$ cat config.mk
export PLATFORM = sky130hd
export DESIGN_NAME = ofdm_rx_byte_packer
export DESIGN_NICKNAME = d
export VERILOG_FILES = /design/src/rtl/ofdm_rx_byte_packer.sv
export SDC_FILE = /design/constraint.sdc
export NUM_CORES = 1
export LEC_CHECK = 0
export BUFFER_PORTS_ARGS = -buffer_cell sky130_fd_sc_hd__buf_2
export CAP_MARGIN = 20
export CORE_ASPECT_RATIO = 0.7
export CORE_MARGIN = 2
export CORE_UTILIZATION = 30
export DETAILED_ROUTE_END_ITERATION = 8
export GPL_TIMING_DRIVEN = 0
export SYNTH_ARGS = -nofsm -noshare
export SYNTH_HDL_FRONTEND = slang
export SYNTH_SLANG_ARGS = --single-unit
$ cat constraint.sdc
create_clock -name sys_clk -period 2.3 [get_ports sys_clk]
set_input_delay 0.23 -clock sys_clk [delete_from_list [all_inputs] [get_ports sys_clk]]
set_output_delay 0.23 -clock sys_clk [all_outputs]
set_load 0.05 [all_outputs]
$ cat src/rtl/ofdm_rx_byte_packer.sv
// ofdm_rx_byte_packer
//
// Purpose:
//   Last stage of the OFDM receive path. It takes the demodulated bit-pair
//   stream and packs every run of four pairs into one byte, MSB first. Each
//   packed byte carries a start-of-symbol marker. Packed bytes go into a
//   first-word-fall-through FIFO that is drained over a valid/ready
//   interface. The upstream path has no backpressure, so the packer never
//   stalls. If the FIFO is full, the byte is dropped and a sticky flag is
//   raised.
//
// Optional feature (macro RX_PACKER_STATS_EN):
//   When the macro is defined, the block adds the 16-bit saturating outputs
//   sym_count and drop_count. When it is undefined, those ports and counters
//   do not exist.
//
// Ports:
//   sys_clk            system clock, rising edge
//   sys_rst            asynchronous active-high reset
//   sys_init           synchronous flush of packer, FIFO and sticky flags
//   rx_rcv_data        demodulated bit pair
//   rx_rcv_data_valid  pair valid this cycle
//   rx_rcv_data_start  first pair of a symbol (qualified by valid)
//   out_data           FIFO head byte (0 when empty)
//   out_sof            FIFO head is the first byte of a symbol (0 when empty)
//   out_valid          FIFO head valid
//   out_ready          consumer accepts head
//   fill_level         FIFO occupancy, 0..fifo_depth_c
//   misalign_err       sticky: symbol start arrived with a partial byte pending
//   ovf_err            sticky: byte dropped on a full FIFO
//   clear_err          synchronous clear of both sticky flags
//   sym_count          (stats only) accepted symbol starts, saturating
//   drop_count         (stats only) dropped or discarded bytes, saturating

module ofdm_rx_byte_packer #(
    parameter int bits_per_sym_c = 2,
    parameter int fifo_depth_c   = 16,
    parameter int fill_width_c   = $clog2(fifo_depth_c) + 1
) (
    input  logic                      sys_clk,
    input  logic                      sys_rst,
    input  logic                      sys_init,
    input  logic [bits_per_sym_c-1:0] rx_rcv_data,
    input  logic                      rx_rcv_data_valid,
    input  logic                      rx_rcv_data_start,
    output logic [7:0]                out_data,
    output logic                      out_sof,
    output logic                      out_valid,
    input  logic                      out_ready,
    output logic [fill_width_c-1:0]   fill_level,
    output logic                      misalign_err,
    output logic                      ovf_err,
    input  logic                      clear_err
`ifdef RX_PACKER_STATS_EN
    ,
    output logic [15:0]               sym_count,
    output logic [15:0]               drop_count
`endif
);

    localparam int ptrWidth_c = $clog2(fifo_depth_c);
    localparam logic [fill_width_c-1:0] fillFull_c = fill_width_c'(fifo_depth_c);
    localparam logic [fill_width_c-1:0] fillOne_c  = fill_width_c'(1);
    localparam logic [ptrWidth_c-1:0]   ptrOne_c   = ptrWidth_c'(1);

    // Reject configurations the packing logic is not built for.
    if (bits_per_sym_c != 2) begin : g_badBitsPerSym
        $error("ofdm_rx_byte_packer: bits_per_sym_c must be 2");
    end
    if (fifo_depth_c < 4 || (fifo_depth_c & (fifo_depth_c - 1)) != 0) begin : g_badDepth
        $error("ofdm_rx_byte_packer: fifo_depth_c must be a power of 2 and at least 4");
    end

    typedef enum logic {
        IDLE,
        PACK
    } packState_e;

    packState_e        state_q;
    logic [1:0]        pairCount_q;
    logic [5:0]        acc_q;
    logic              sofPend_q;
    logic              pushValid_q;
    logic [7:0]        pushByte_q;
    logic              pushSof_q;
    logic              misalignErr_q;

    logic [8:0]                mem_q [fifo_depth_c];
    logic [ptrWidth_c-1:0]     wrPtr_q, wrPtr_d;
    logic [ptrWidth_c-1:0]     rdPtr_q, rdPtr_d;
    logic [fill_width_c-1:0]   fill_q, fill_d;
    logic                      ovfErr_q, ovfErr_d;

    logic startEvent;
    logic misalignEvent;
    logic headValid;
    logic popEvent;
    logic pushOk;
    logic dropEvent;

    // A start always opens a new symbol. It is a misalignment only if
    // pairs of an unfinished byte are still pending.
    assign startEvent    = !sys_init && rx_rcv_data_valid && rx_rcv_data_start;
    assign misalignEvent = startEvent && (state_q == PACK) && (pairCount_q != 2'd0);

    // FSM and packer. The completed byte is staged in pushByte_q/pushSof_q
    // for one clock, so the FIFO write happens one edge after the 4th pair.
    always_ff @(posedge sys_clk or posedge sys_rst) begin
        if (sys_rst) begin
            state_q       <= IDLE;
            pairCount_q   <= 2'd0;
            acc_q         <= 6'd0;
            sofPend_q     <= 1'b0;
            pushValid_q   <= 1'b0;
            pushByte_q    <= 8'd0;
            pushSof_q     <= 1'b0;
            misalignErr_q <= 1'b0;
        end else if (sys_init) begin
            state_q       <= IDLE;
            pairCount_q   <= 2'd0;
            acc_q         <= 6'd0;
            sofPend_q     <= 1'b0;
            pushValid_q   <= 1'b0;
            pushByte_q    <= 8'd0;
            pushSof_q     <= 1'b0;
            misalignErr_q <= 1'b0;
        end else begin
            pushValid_q <= 1'b0;
            if (misalignEvent) begin
                misalignErr_q <= 1'b1;
            end else if (clear_err) begin
                misalignErr_q <= 1'b0;
            end
            if (rx_rcv_data_valid) begin
                if (rx_rcv_data_start) begin
                    state_q     <= PACK;
                    pairCount_q <= 2'd1;
                    acc_q       <= {4'd0, rx_rcv_data};
                    sofPend_q   <= 1'b1;
                end else if (state_q == PACK) begin
                    if (pairCount_q == 2'd3) begin
                        pushValid_q <= 1'b1;
                        pushByte_q  <= {acc_q, rx_rcv_data};
                        pushSof_q   <= sofPend_q;
                        pairCount_q <= 2'd0;
                        acc_q       <= 6'd0;
                        sofPend_q   <= 1'b0;
                    end else begin
                        acc_q       <= {acc_q[3:0], rx_rcv_data};
                        pairCount_q <= pairCount_q + 2'd1;
                    end
                end
            end
        end
    end

    // A write is accepted if the FIFO has room, or if a pop frees a slot
    // at the same edge.
    assign headValid = (fill_q != '0);
    assign popEvent  = headValid && out_ready;
    assign pushOk    = pushValid_q && ((fill_q != fillFull_c) || popEvent);
    assign dropEvent = pushValid_q && !pushOk;

    // FIFO next-state: pointers wrap naturally because the depth is a
    // power of two. A simultaneous push and pop leaves the fill unchanged.
    always_comb begin
        wrPtr_d  = wrPtr_q;
        rdPtr_d  = rdPtr_q;
        fill_d   = fill_q;
        ovfErr_d = ovfErr_q;
        if (pushOk) begin
            wrPtr_d = wrPtr_q + ptrOne_c;
        end
        if (popEvent) begin
            rdPtr_d = rdPtr_q + ptrOne_c;
        end
        if (pushOk && !popEvent) begin
            fill_d = fill_q + fillOne_c;
        end else if (!pushOk && popEvent) begin
            fill_d = fill_q - fillOne_c;
        end
        if (dropEvent) begin
            ovfErr_d = 1'b1;
        end else if (clear_err) begin
            ovfErr_d = 1'b0;
        end
    end

    // FIFO control registers.
    always_ff @(posedge sys_clk or posedge sys_rst) begin
        if (sys_rst) begin
            wrPtr_q  <= '0;
            rdPtr_q  <= '0;
            fill_q   <= '0;
            ovfErr_q <= 1'b0;
        end else if (sys_init) begin
            wrPtr_q  <= '0;
            rdPtr_q  <= '0;
            fill_q   <= '0;
            ovfErr_q <= 1'b0;
        end else begin
            wrPtr_q  <= wrPtr_d;
            rdPtr_q  <= rdPtr_d;
            fill_q   <= fill_d;
            ovfErr_q <= ovfErr_d;
        end
    end

    // Storage array. It has no reset: the outputs are masked while the
    // FIFO is empty, so stale contents are never visible.
    always_ff @(posedge sys_clk) begin
        if (pushOk && !sys_init) begin
            mem_q[wrPtr_q] <= {pushSof_q, pushByte_q};
        end
    end

    assign out_valid    = headValid;
    assign out_data     = headValid ? mem_q[rdPtr_q][7:0] : 8'd0;
    assign out_sof      = headValid ? mem_q[rdPtr_q][8] : 1'b0;
    assign fill_level   = fill_q;
    assign misalign_err = misalignErr_q;
    assign ovf_err      = ovfErr_q;

`ifdef RX_PACKER_STATS_EN
    logic [15:0] symCount_q;
    logic [15:0] dropCount_q;
    logic [1:0]  dropInc;
    logic [16:0] dropSum;

    // An overflow drop and a misalignment discard can occur in the same
    // cycle, so drop_count may advance by two.
    assign dropInc = {1'b0, misalignEvent} + {1'b0, dropEvent};
    assign dropSum = {1'b0, dropCount_q} + {15'd0, dropInc};

    // Saturating statistics counters.
    always_ff @(posedge sys_clk or posedge sys_rst) begin
        if (sys_rst) begin
            symCount_q  <= 16'd0;
            dropCount_q <= 16'd0;
        end else if (sys_init || clear_err) begin
            symCount_q  <= 16'd0;
            dropCount_q <= 16'd0;
        end else begin
            if (startEvent && symCount_q != 16'hFFFF) begin
                symCount_q <= symCount_q + 16'd1;
            end
            dropCount_q <= dropSum[16] ? 16'hFFFF : dropSum[15:0];
        end
    end

    assign sym_count  = symCount_q;
    assign drop_count = dropCount_q;
`endif

endmodule
; ---- After elaboration in Yosys (flattened, before gate mapping)
; Memories as Yosys holds them, arrays and structs flattened.
; Cells that the tools add are included.
; Widths: inputs -> output; s select.
[op_classes]
addsub = 5
eq_ne = 3
n_mux = 49
reduce_logical = 31
[ops]
columns = cell, n
row1 = $mux 8, 6
row2 = $mux 6, 5
row3 = $mux 1, 26
row4 = $mux 4, 4
row5 = $mux 5, 3
row6 = $reduce_bool 3->1, 5
row7 = $reduce_bool 2->1, 7
row8 = $logic_and 1x1->1, 10
row9 = $mux 2, 5
row10 = $add 4x1->4 const B, 2
row11 = $add 5x1->5 const B, 1
row12 = $ne 5x5->1 const B, 1
row13 = $reduce_bool 5->1, 1
row14 = $sub 5x1->5 const B, 1
row15 = $reduce_and 2->1, 2
row16 = $reduce_and 4->1, 1
row17 = $logic_not 1->1, 3
row18 = $reduce_and 3->1, 1
row19 = $add 2x1->2 const B, 1
row20 = $eq 2x2->1 const B, 1
row21 = $ne 2x2->1 const B, 1
row22 = $logic_or 1x1->1, 1
[word_totals]
reg_bits = 35
mem_bits_rw = 144
in_bits = 9
output_inout_bits = 17
wordCells = 101
memories = 1
[memory_table]
columns = memory, words, width, rd, rd_ports_with_merged_regs, write_ports, line_no
row1 = mem_q, 16, 9, 1, 0, 1, 88  ; logic [8:0] mem_q [fifo_depth_c];

; ---- Longest topological paths before layout
; Gate-level depths: netlist of run 1.
[depth]
ltp_word = 9
mapped_depth = 9
ltp_nobuf = 8

; ---- Least setup slack after synthesis of run 1
; Ideal clock, no wire load.
[synth_path]
path_kind = reg2reg
from = reg fill_q[2], in the netlist fill_level[2]
to = reg fill_q[4], in the netlist fill_level[4]
setup_time_ns = 0.137
t_arrival_ns = 2.650
required_ns = 2.163
slack_ns = -0.487
path_stages_with_launch = 10
path_buffers = 1
synth_period_minus_slack_ns = 2.787
path_cell_list = dfrtp_1 or4_1 buf_6 nand2_1 nand3_1 fa_1 a211oi_1 nor2_1 o221ai_1 a31oi_1
[synth_between]
elab_chain_cells = 7
elab_cells_between_ends = 15
cone_classes = 2 x add/sub / 1 x eq/ne / 3 x mux / 9 x reduce/logical
[synth_lines]
columns = item, line_no
row1 = start: declaration, 91  ; logic [fill_width_c-1:0] fill_q, fill_d;
row2 = start signal: assignment, 204  ; fill_q <= fill_d;
row3 = "parallel branches: the longest is 7 deep, another holds $sub 5x1->5", -
; Parallel ways; which one is timed is not known. The select of a mux whose other input is x is not followed.
; A chain may end at the register's enable or synchronous reset.

; ---- Worst setup path after layout of run 1
[layout_path]
from = reg rdPtr_q[1]
to = out out_data[0]
[layout_between]
elab_chain_cells = 2
[layout_lines]
columns = item, line_no
row1 = start: declaration, 90  ; logic [ptrWidth_c-1:0] rdPtr_q, rdPtr_d;
row2 = start signal: assignment, 203  ; rdPtr_q <= rdPtr_d;
row3 = $mem_v2 16x9, -
row4 = $mux 8, 218  ; assign out_data = headValid ? mem_q[rdPtr_q][7:0] : 8'd0;
row5 = end: declaration, 46  ; output logic [7:0] out_data,
; Every way passes these cells.

==> results of run 1 <==
==> kinds of logic after synthesis <==
kind of cell | count (synthesis) | share of synthesized area, %
adders and majority gates | 12 | 2.112
xor gates and xnor gates | 7 | 0.8212
and+or+nand+nor | 113 | 7.240
buffers and inverters | 32 | 1.911
AOI/OAI and AO/OA | 56 | 5.062
DFF | 179 | 69.65
muxes | 52 | 13.21
==> metal layers <==
| layer | vias to the layer above | global-route usage (%) | routed length (um) |
|---|---|---|---|
| met1 | 2096 | 18.48 | 7036 |
| met3 | 13 | 2.736 | 1125 |
| li1 | 1851 | - | - |
| met2 | 97 | 21.90 | 8190 |
| met5 | - | 0 | 0 |
| met4 | 0 | 4.198 | 165 |
==> metrics by stage <==
stage / total power [mW] / util, % / setup WS [ns] / area, um^2 / TNS (ns)
final: 9.591 / 38.50 / -0.1901 / 9457 / -1.429
after global routing: 9.944 / 38.50 / -0.2561 / 9457 / -2.247
after CTS: 9.458 / 37.92 / -0.1837 / 9315 / -1.435
after global placement: 5.843 / 32.81 / -0.2200 / 8060 / -19.94
after floorplan: 5.336 / - / -0.1787 / 7543 / -0.2122
after detailed placement: 5.873 / 32.93 / -0.3081 / 8088 / -25.18
==> synthesized netlist by cell type, drive strengths merged, types with 2 or more instances <==
cell type	n
clkbuf	9
mux2i	13
nand2	36
xnor2	4
mux4	36
edfxtp	144
a211oi	20
inv	8
o21ai	4
dfrtp	35
nand3b	2
nand2b	2
xor2	3
buf	15
nand3	12
nor2	37
nor2b	12
or3	2
a21oi	22
mux2	3
or2	2
ha	11
==> area by class of cell <==
cell class / instances / area, um^2
Tap cell: 325 / 406.6
Fill cell: 2180 / 15110
Buffer: 22 / 191.4
Clock inverter: 13 / 135.1
Multi-Input combinational cell: 240 / 2610
Sequential cell: 179 / 5207
Clock buffer: 18 / 429.2
Timing Repair Buffer: 42 / 446.7
Inverter: 8 / 30.03
==> power breakdown <==
part	switching [mW]	internal (mW)	total, mW
Clock	1.21	1.59	2.79
Combinational	1.77	1.44	3.21
Sequential	0.0687	3.52	3.59
==> sequential cells by signal (all words and copies together), names as in the netlist, 2 cells and up <==
| signal | cells |
|---|---|
| mem_q | 144 |
| fill_level | 5 |
| pushByte_q | 8 |
| rdPtr_q | 4 |
| pairCount_q | 2 |
| wrPtr_q | 4 |
| acc_q | 6 |
==> final timing paths <==
path	start	endpoint	slack, ns	cells after the start
max in group asynchronous	sys_rst	acc_q[0]$_DFFE_PP0P_	1.27	4
max reg2reg	fill_level[2]$_DFFE_PP0P_	fill_level[4]$_DFFE_PP0P_	-0.05	8
min in group asynchronous	sys_rst	fill_level[4]$_DFFE_PP0P_	0.48	3
min reg2reg	ovf_err$_DFFE_PP0P_	ovf_err$_DFFE_PP0P_	0.53	2
min	rx_rcv_data[0]	pushByte_q[0]$_DFFE_PP0P_	0.07	3
max	rdPtr_q[1]$_DFFE_PP0P_	out_data[0]	-0.19	7
==> critical path, stage by stage, from the launching register on <==
cell and delay [ns]:
dfrtp_2 0.40, buf_12 0.13, buf_12 0.12, mux4_2 0.50, nor2b_4 0.15, a211oi_2 0.27, a211oi_2 0.09, buf_6 0.18
==> timing repair <==
action                                  CTS  global route
endpoints found under the setup margin  121           157
buffers inserted                         14             2
resized for setup                       119            23
hold buffers                              1             0
endpoints found under the hold margin    16             0
gates cloned                              2             0
pin swaps                                29            13
==> metrics.txt, run 1 <==
Die Y=136.0 um; commonest cells after routing, fill and taps aside=edfxtp_1 (144), mux4_2 (36), nand2_1 (35); first-pass GRT wire length=25380 um; antenna violations before repair=0; Root Driver=clkbuf_16; first drt pass iteration count=5; CTS Buf Count=17; drt drc=0; Detailed Place HPWL=10600 um; Worst Setup Slack, final=-0.1901 ns; placed insts=799; max_cap viols=0; Worst setup SP type=flip-flop; Post-synth top flop=edfxtp_1; crit end category=output pin; post-synthesis sequential area ratio=69.65%; CTS tree=built; Post-Syn Nets=472; Tmin final=2.490 ns; final setup vio count=10; antenna-violating nets left=0; die width=192.6 um; # port buffers=22; Post-synth EDFFs=144; FF+latch count, synth=179; DR vias=4057; IO Pins=26; most common library cell in the layout ignoring fill and taps=edfxtp_1; Max Root-Sink Buffers=2; Syn-to-layout area delta=26.66%; Cells after Synth=451; power density over the cells=1014 nW/um^2; ANT cells=0; yosys warns=0; ys async rst share=19.55%; top-area cell type share of the netlist area=57.92%; fin cells=847; initial core utilization=30.39%; leakage power total=3.196 nW; core area=24560 um^2; worst setup path class=flip-flop to output pin; Final Slew Violations=0; Hold Vio Cnt, Final=0; post-route clock period utilization=108.3%; via-per-instance ratio=4.790; Final nets=531; share of layout cells above drive strength 1=38.51%; Cell Rows=48; crit path DAT=2.26 ns; synth top area cells=edfxtp_1 (58%), dfrtp_1 (12%), mux4_2 (11%), a211oi_1 (2.0%), ha_1 (1.8%); GRT Residual Overflow=0; Cell variety after synth=47; number of global-route vias before repair=4244; VDD IR max=0.0005330 V; Routability Congestion=0.8071; CTS clock-pin slew for the worst setup and hold paths=0.06 ns; hold_ws=0.07085 ns; Synth area leader=edfxtp_1; worst slew pin tran=0.8253 ns; CTS sink cnt=179; GRT Resource Usage Total=13.55%; worst min path class=input port to flip-flop; Worst EP required=2.07 ns; largest net degree at the start of global routing=20; crit path max fanout=5; failing checks=negative setup slack; RSZ-0062 raised after global routing=true; clock skew=0.009581 ns; slew margin rel.=44.98%; Iter 0 DRT Violations=303; Mapped Area=7466 um^2; achievable frequency=401.6 MHz; WL final=16520 um; Wirelength per Cell=19.50 um; clock latency on the worst-skew pair=0.43 ns; status=finished, violations left; syn avg cell area=16.55 um^2; H-Tree Level Count=4; die area=26180 um^2
Note: power is estimated with default switching activity, not from simulation.
==> inputs of run 2 (changes only) <==
Settings changed: CAP_MARGIN 20 to default, PLACE_DENSITY from default to 0.58.
==> metrics.txt, run 2 (synthesis results as in run 1) <==
failing checks=negative setup slack; ANT cells=0 (unchanged); slew margin rel.=43.89% (-1.1 points); antenna-violating nets left=0 (unchanged); Detailed Place HPWL=10380 um (-2.1%); Worst EP required=2.07 ns (about the same); share of layout cells above drive strength 1=38.17% (-0.34 points); sequential share of power=37.7% (+0.3 points); Hold Vio Cnt, Final=0 (unchanged); largest net degree at the start of global routing=19 (-5.0%); CTS tree=built; combinational share of power=31.8% (-1.7 points); RSZ-0062 raised after global routing=true; Max Root-Sink Buffers=2 (unchanged); IO Pins=26 (unchanged); crit end category=output pin; max reg flops=144 (unchanged); drt drc=0 (unchanged); max_cap viols=0 (unchanged); VDD IR max=0.0004340 V (-19%); die area=26180 um^2 (unchanged); commonest cells after routing, fill and taps aside=edfxtp_1 (144), mux4_2 (36), nand2_1 (34); placed insts=799 (unchanged); final setup vio count=10 (unchanged); Worst Setup Slack, final=-0.2235 ns (-0.03332 ns); Routability Congestion=0.7964 (-1.3%); Die Y=136.0 um (unchanged); H-Tree Level Count=4 (unchanged); Root Driver=clkbuf_16; via-per-instance ratio=4.816 (+0.55%); Clock Power Share=30.5% (+1.4 points); number of global-route vias before repair=4307 (+1.5%); Worst setup SP type=flip-flop; Final Slew Violations=0 (unchanged); crit path max fanout=5 (unchanged); post-route clock period utilization=109.7% (+1.4 points); DR vias=4089 (+0.79%); CTS Buf Count=17 (unchanged); achievable frequency=396.3 MHz (-1.3%); Tot Pwr=9.524 mW (-0.71%); Sw Ratio=32.00% (+0.30 points); Tmin final=2.523 ns (+0.03332 ns); WL final=16040 um (-2.9%); CTS sink cnt=179 (unchanged); power density over the cells=1017 nW/um^2 (+0.26%); leakage power total=3.208 nW (+0.38%); status=finished, violations left; die width=192.6 um (unchanged); internal power=6.476 mW (-1.1%); # port buffers=22 (unchanged); fin cells=849 (+0.24%); GRT Resource Usage Total=13.10% (-0.45 points); core area=24560 um^2 (unchanged); hold_ws=0.06148 ns (-0.009363 ns); Net Switching=3.048 mW (+0.24%); Syn-to-layout area delta=25.44%; Iter 0 DRT Violations=273 (-9.9%); most common library cell in the layout ignoring fill and taps=edfxtp_1; Top reg by flops=mem_q; Regs by FF count=mem_q (144), pushByte_q (8), acc_q (6); first drt pass iteration count=5 (unchanged); Final nets=532 (+0.19%); worst setup path class=flip-flop to output pin; clock skew=0.01013 ns (+0.0005471 ns); worst min path class=input port to flip-flop; Cell Rows=48 (unchanged); worst slew pin tran=0.8408 ns (+0.01547 ns); Wirelength per Cell=18.89 um (-3.1%); crit path DAT=2.29 ns (+0.03 ns); GRT Residual Overflow=0 (unchanged); antenna violations before repair=0 (unchanged); CTS clock-pin slew for the worst setup and hold paths=0.06 ns (about the same); worst slack, placed=-0.2563 ns (+0.05179 ns); initial core utilization=30.39% (unchanged); clock latency on the worst-skew pair=0.43 ns (about the same); first-pass GRT wire length=24730 um (-2.6%)
-- run 2: critical path, stage by stage, from the launching register on --
cell and delay, ns:
dfrtp_2 0.48, clkbuf_16 0.20, mux4_2 0.51, nor2b_4 0.15, a211oi_4 0.25, a211oi_2 0.10
buf_6 0.18
-- run 2: area by class of cell --
class                           count  area (um^2)
Clock buffer                       17        425.4
Fill cell                        2196        15200
Tap cell                          325        406.6
Multi-Input combinational cell    240         2552
Buffer                             22        171.4
Inverter                            8        30.03
Timing Repair Buffer               43        402.9
Sequential cell                   179         5206
Clock inverter                     15        170.2
-- run 2: stage by stage --
stage / utilization, % / area (um^2) / TNS [ns]
2_1_floorplan: - / 7543 / -0.2122
3_3_place_gp: 32.81 / 8060 / -19.59
3_5_place_dp: 32.93 / 8088 / -22.30
4_1_cts: 37.38 / 9181 / -17.79
5_1_grt: 38.13 / 9365 / -2.415
6_report: 38.13 / 9365 / -1.624
-- run 2: final timing paths --
path | startpoint | endpoint | slack (ns) | cells after the start
min reg2reg | acc_q[5]$_DFFE_PP0P_ | acc_q[5]$_DFFE_PP0P_ | 0.52 | 2
min | rx_rcv_data[1] | pushByte_q[1]$_DFFE_PP0P_ | 0.06 | 3
max in group asynchronous | sys_rst | rdPtr_q[1]$_DFFE_PP0P_ | 1.20 | 3
max | rdPtr_q[1]$_DFFE_PP0P_ | out_data[5] | -0.22 | 6
max reg2reg | fill_level[1]$_DFFE_PP0P_ | fill_level[4]$_DFFE_PP0P_ | -0.08 | 8
min in group asynchronous | sys_rst | misalign_err$_DFFE_PP0P_ | 0.52 | 3
-- run 2: power groups by stage --
| stage | logic [mW] | clock network (mW) | registers [mW] |
|---|---|---|---|
| 5_1_grt | 3.20 | 3.11 | 3.59 |
| 6_report | 3.03 | 2.90 | 3.59 |
| 3_3_place_gp | 2.18 | 0 | 3.66 |
| 2_1_floorplan | 1.57 | 0 | 3.77 |
| 3_5_place_dp | 2.21 | 0 | 3.66 |
| 4_1_cts | 2.96 | 2.95 | 3.59 |
-- run 2: per-layer routing --
| layer | routed length [um] | global-route usage [%] |
|---|---|---|
| met5 | 0 | 0 |
| met4 | 212 | 3.944 |
| met1 | 7253 | 17.80 |
| met2 | 7932 | 21.12 |
| met3 | 640 | 2.865 |
-- run 2: repair_timing --
| action | CTS | global route |
|---|---|---|
| setup buffers | 13 | 6 |
| resized for setup | 94 | 35 |
| cloned | 1 | 0 |
| pin swaps | 22 | 14 |
| hold buffers | 1 | 0 |
| setup endpoints to repair | 121 | 148 |
| hold endpoints to repair | 17 | 0 |
==> inputs of run 3 (changes only) <==
Settings changed: CORE_MARGIN 2 to 3, PLACE_DENSITY 0.58 to default, PLACE_DENSITY_LB_ADDON from default to 0.05.
==> metrics.txt, run 3 (synthesis results as in run 1) <==
status=finished, violations left; failing checks=negative setup slack; GRT Resource Usage Total=14.58% (+1.5 points); Cell Rows=47 (-2.1%); Final nets=530 (-0.38%); Worst Setup SP=rdPtr_q[1]$_DFFE_PP0P_; Worst Setup Slack, final=-0.2296 ns (-0.006138 ns); antenna-violating nets left=0 (unchanged); r2r startpoint=fill_level[3]$_DFFE_PP0P_; VDD IR max=0.0007697 V (+77%); Wirelength per Cell=22.00 um (+16%); post-route clock period utilization=110.0% (+0.27 points); core area=24050 um^2 (-2.1%); Tot Pwr=9.407 mW (-1.2%); hold_ws=0.06144 ns (-0.00004840 ns); hold path depth=3 (unchanged); Hold Vio Cnt, Final=0 (unchanged); worst setup path class=flip-flop to output pin; # port buffers=22 (unchanged); r2r setup slk=-0.10 ns (-0.02 ns); CTS clock-pin slew for the worst setup and hold paths=0.07 ns (about the same); via-per-instance ratio=4.825 (+0.18%); Crit-path slowest cell=mux4_2; crit-path cells=buf_12, mux4_2, nor2b_4, a211oi_4, a211oi_2, buf_6; Max Used Layer=met4; H-Tree Level Count=4 (unchanged); Max Root-Sink Buffers=2 (unchanged); antenna violations before repair=1 (+1); Root Driver=clkbuf_16; DR vias=4053 (-0.88%); met1 wire length=9612 um (+33%); crit path DAT=2.30 ns (about the same); placed insts=791 (-1.0%); clock latency on the worst-skew pair=0.43 ns (about the same); Die Y=138.0 um (+1.5%); worst slack, placed=-0.4222 ns (-0.1659 ns); initial core utilization=31.04% (+0.65 points); die area=26850 um^2 (+2.5%); Worst setup SP type=flip-flop; largest net degree at the start of global routing=36 (+17); Final Slew Violations=0 (unchanged); leakage power total=3.107 nW (-3.2%); RSZ-0062 raised after global routing=true; worst min path class=input port to flip-flop; fin cells=840 (-1.1%); first drt pass iteration count=4 (-1); post-layout util=38.25% (+0.12 points); Detailed Place HPWL=12270 um (+18%); Regs by FF count=mem_q (144), pushByte_q (8), acc_q (6); final setup vio count=10 (unchanged); Critical Path End=out_data[4]; commonest cells after routing, fill and taps aside=edfxtp_1 (144), mux4_2 (36), nand2_1 (34); Routability Congestion=0.6917 (-13%); Syn-to-layout area delta=23.23%; share of layout cells above drive strength 1=36.78% (-1.4 points); slew margin rel.=46.11% (+2.2 points); Fin Setup TNS=-1.565 ns (+0.05821 ns); WL final=18480 um (+15%); crit path max fanout=5 (unchanged); number of global-route vias before repair=4172 (-3.1%); IO Pins=26 (unchanged); Worst EP required=2.07 ns (about the same); drt drc=0 (unchanged); Worst R2R Path Depth=8 (unchanged); Iter 0 DRT Violations=245 (-10%); ANT cells=0 (unchanged); crit end category=output pin; Area after DPL=8051 um^2 (-0.45%); CTS tree=built; max reg flops=144 (unchanged); first-pass GRT wire length=27970 um (+13%); slowest stage delay, CP=0.58 ns (+0.07 ns); achievable frequency=395.3 MHz (-0.24%); die width=194.6 um (+1.0%); GRT Residual Overflow=0 (unchanged); clock skew=0.01056 ns (+0.0004360 ns); most common library cell in the layout ignoring fill and taps=edfxtp_1; power density over the cells=1023 nW/um^2 (+0.55%); met3 routed WL=651 um (+1.7%); Top reg by flops=mem_q; CTS sink cnt=179 (unchanged); Final Instance Area=9200 um^2 (-1.8%); Reg2Reg Capture Point=fill_level[4]$_DFFE_PP0P_; CTS Buf Count=17 (unchanged); Tmin final=2.530 ns (+0.006138 ns); worst slew pin tran=0.8072 ns (-0.03354 ns); max_cap viols=0 (unchanged); metal2 WL=8083 um (+1.9%)
[run 3: changes by cell type in the layout (fill, tap and decap cells not counted), sizes merged]
cell	previous run	this run
inv	15	11
clkinvlp	2	5
buf	55	53
clkbuf	26	27
[run 3: how the worst min path moves through the flow]
stage | start | slack, ns | to
global placement | rx_rcv_data[0] | 0.50 | pushByte_q[0]$_DFFE_PP0P_
floorplan | rx_rcv_data[0] | 0.36 | pushByte_q[0]$_DFFE_PP0P_
detailed placement | sys_rst | 0.45 | misalign_err$_DFFE_PP0P_
finish | rx_rcv_data[0] | 0.06 | pushByte_q[0]$_DFFE_PP0P_
CTS | clear_err | 0.04 | misalign_err$_DFFE_PP0P_
global route | rx_rcv_data[0] | 0.06 | pushByte_q[0]$_DFFE_PP0P_
[run 3: layer usage]
metal	vias up	GRT usage (%)
met4	0	3.268
met3	12	3.473
met5	-	0
met2	54	21.18
li1	1850	-
met1	2137	22.17
[run 3: layout make-up]
type	count	area, um^2
Tap cell	318	397.9
Fill cell	2235	14850
Timing Repair Buffer	41	371.6
Clock buffer	18	429.2
Multi-Input combinational cell	240	2451
Buffer	22	158.9
Sequential cell	179	5206
Clock inverter	14	155.1
Inverter	8	30.03
[run 3: repair_timing]
| item | 4_1_cts | 5_1_grt |
|---|---|---|
| hold buffers | 1 | 0 |
| hold endpoints to repair | 35 | 0 |
| pin swaps | 13 | 15 |
| setup buffers | 11 | 7 |
| endpoints found under the setup margin | 121 | 56 |
| resized for setup | 84 | 19 |
| gates cloned | 1 | 0 |
[run 3: worst max-delay path: cells and delay by family, from the launching register on]
kind                   cells  cell delay [ns]
AO/OA/AOI/OAI              2             0.33
AND/OR/NAND/NOR            1             0.17
multiplexers               1             0.58
buffers and inverters      2             0.33
flip-flops                 1             0.45
[run 3: power by group]
part	switching [mW]	internal (mW)	leakage (nW)
combinational	1.67	1.25	0.972
sequential	0.0752	3.51	1.87
clock	1.28	1.61	0.270
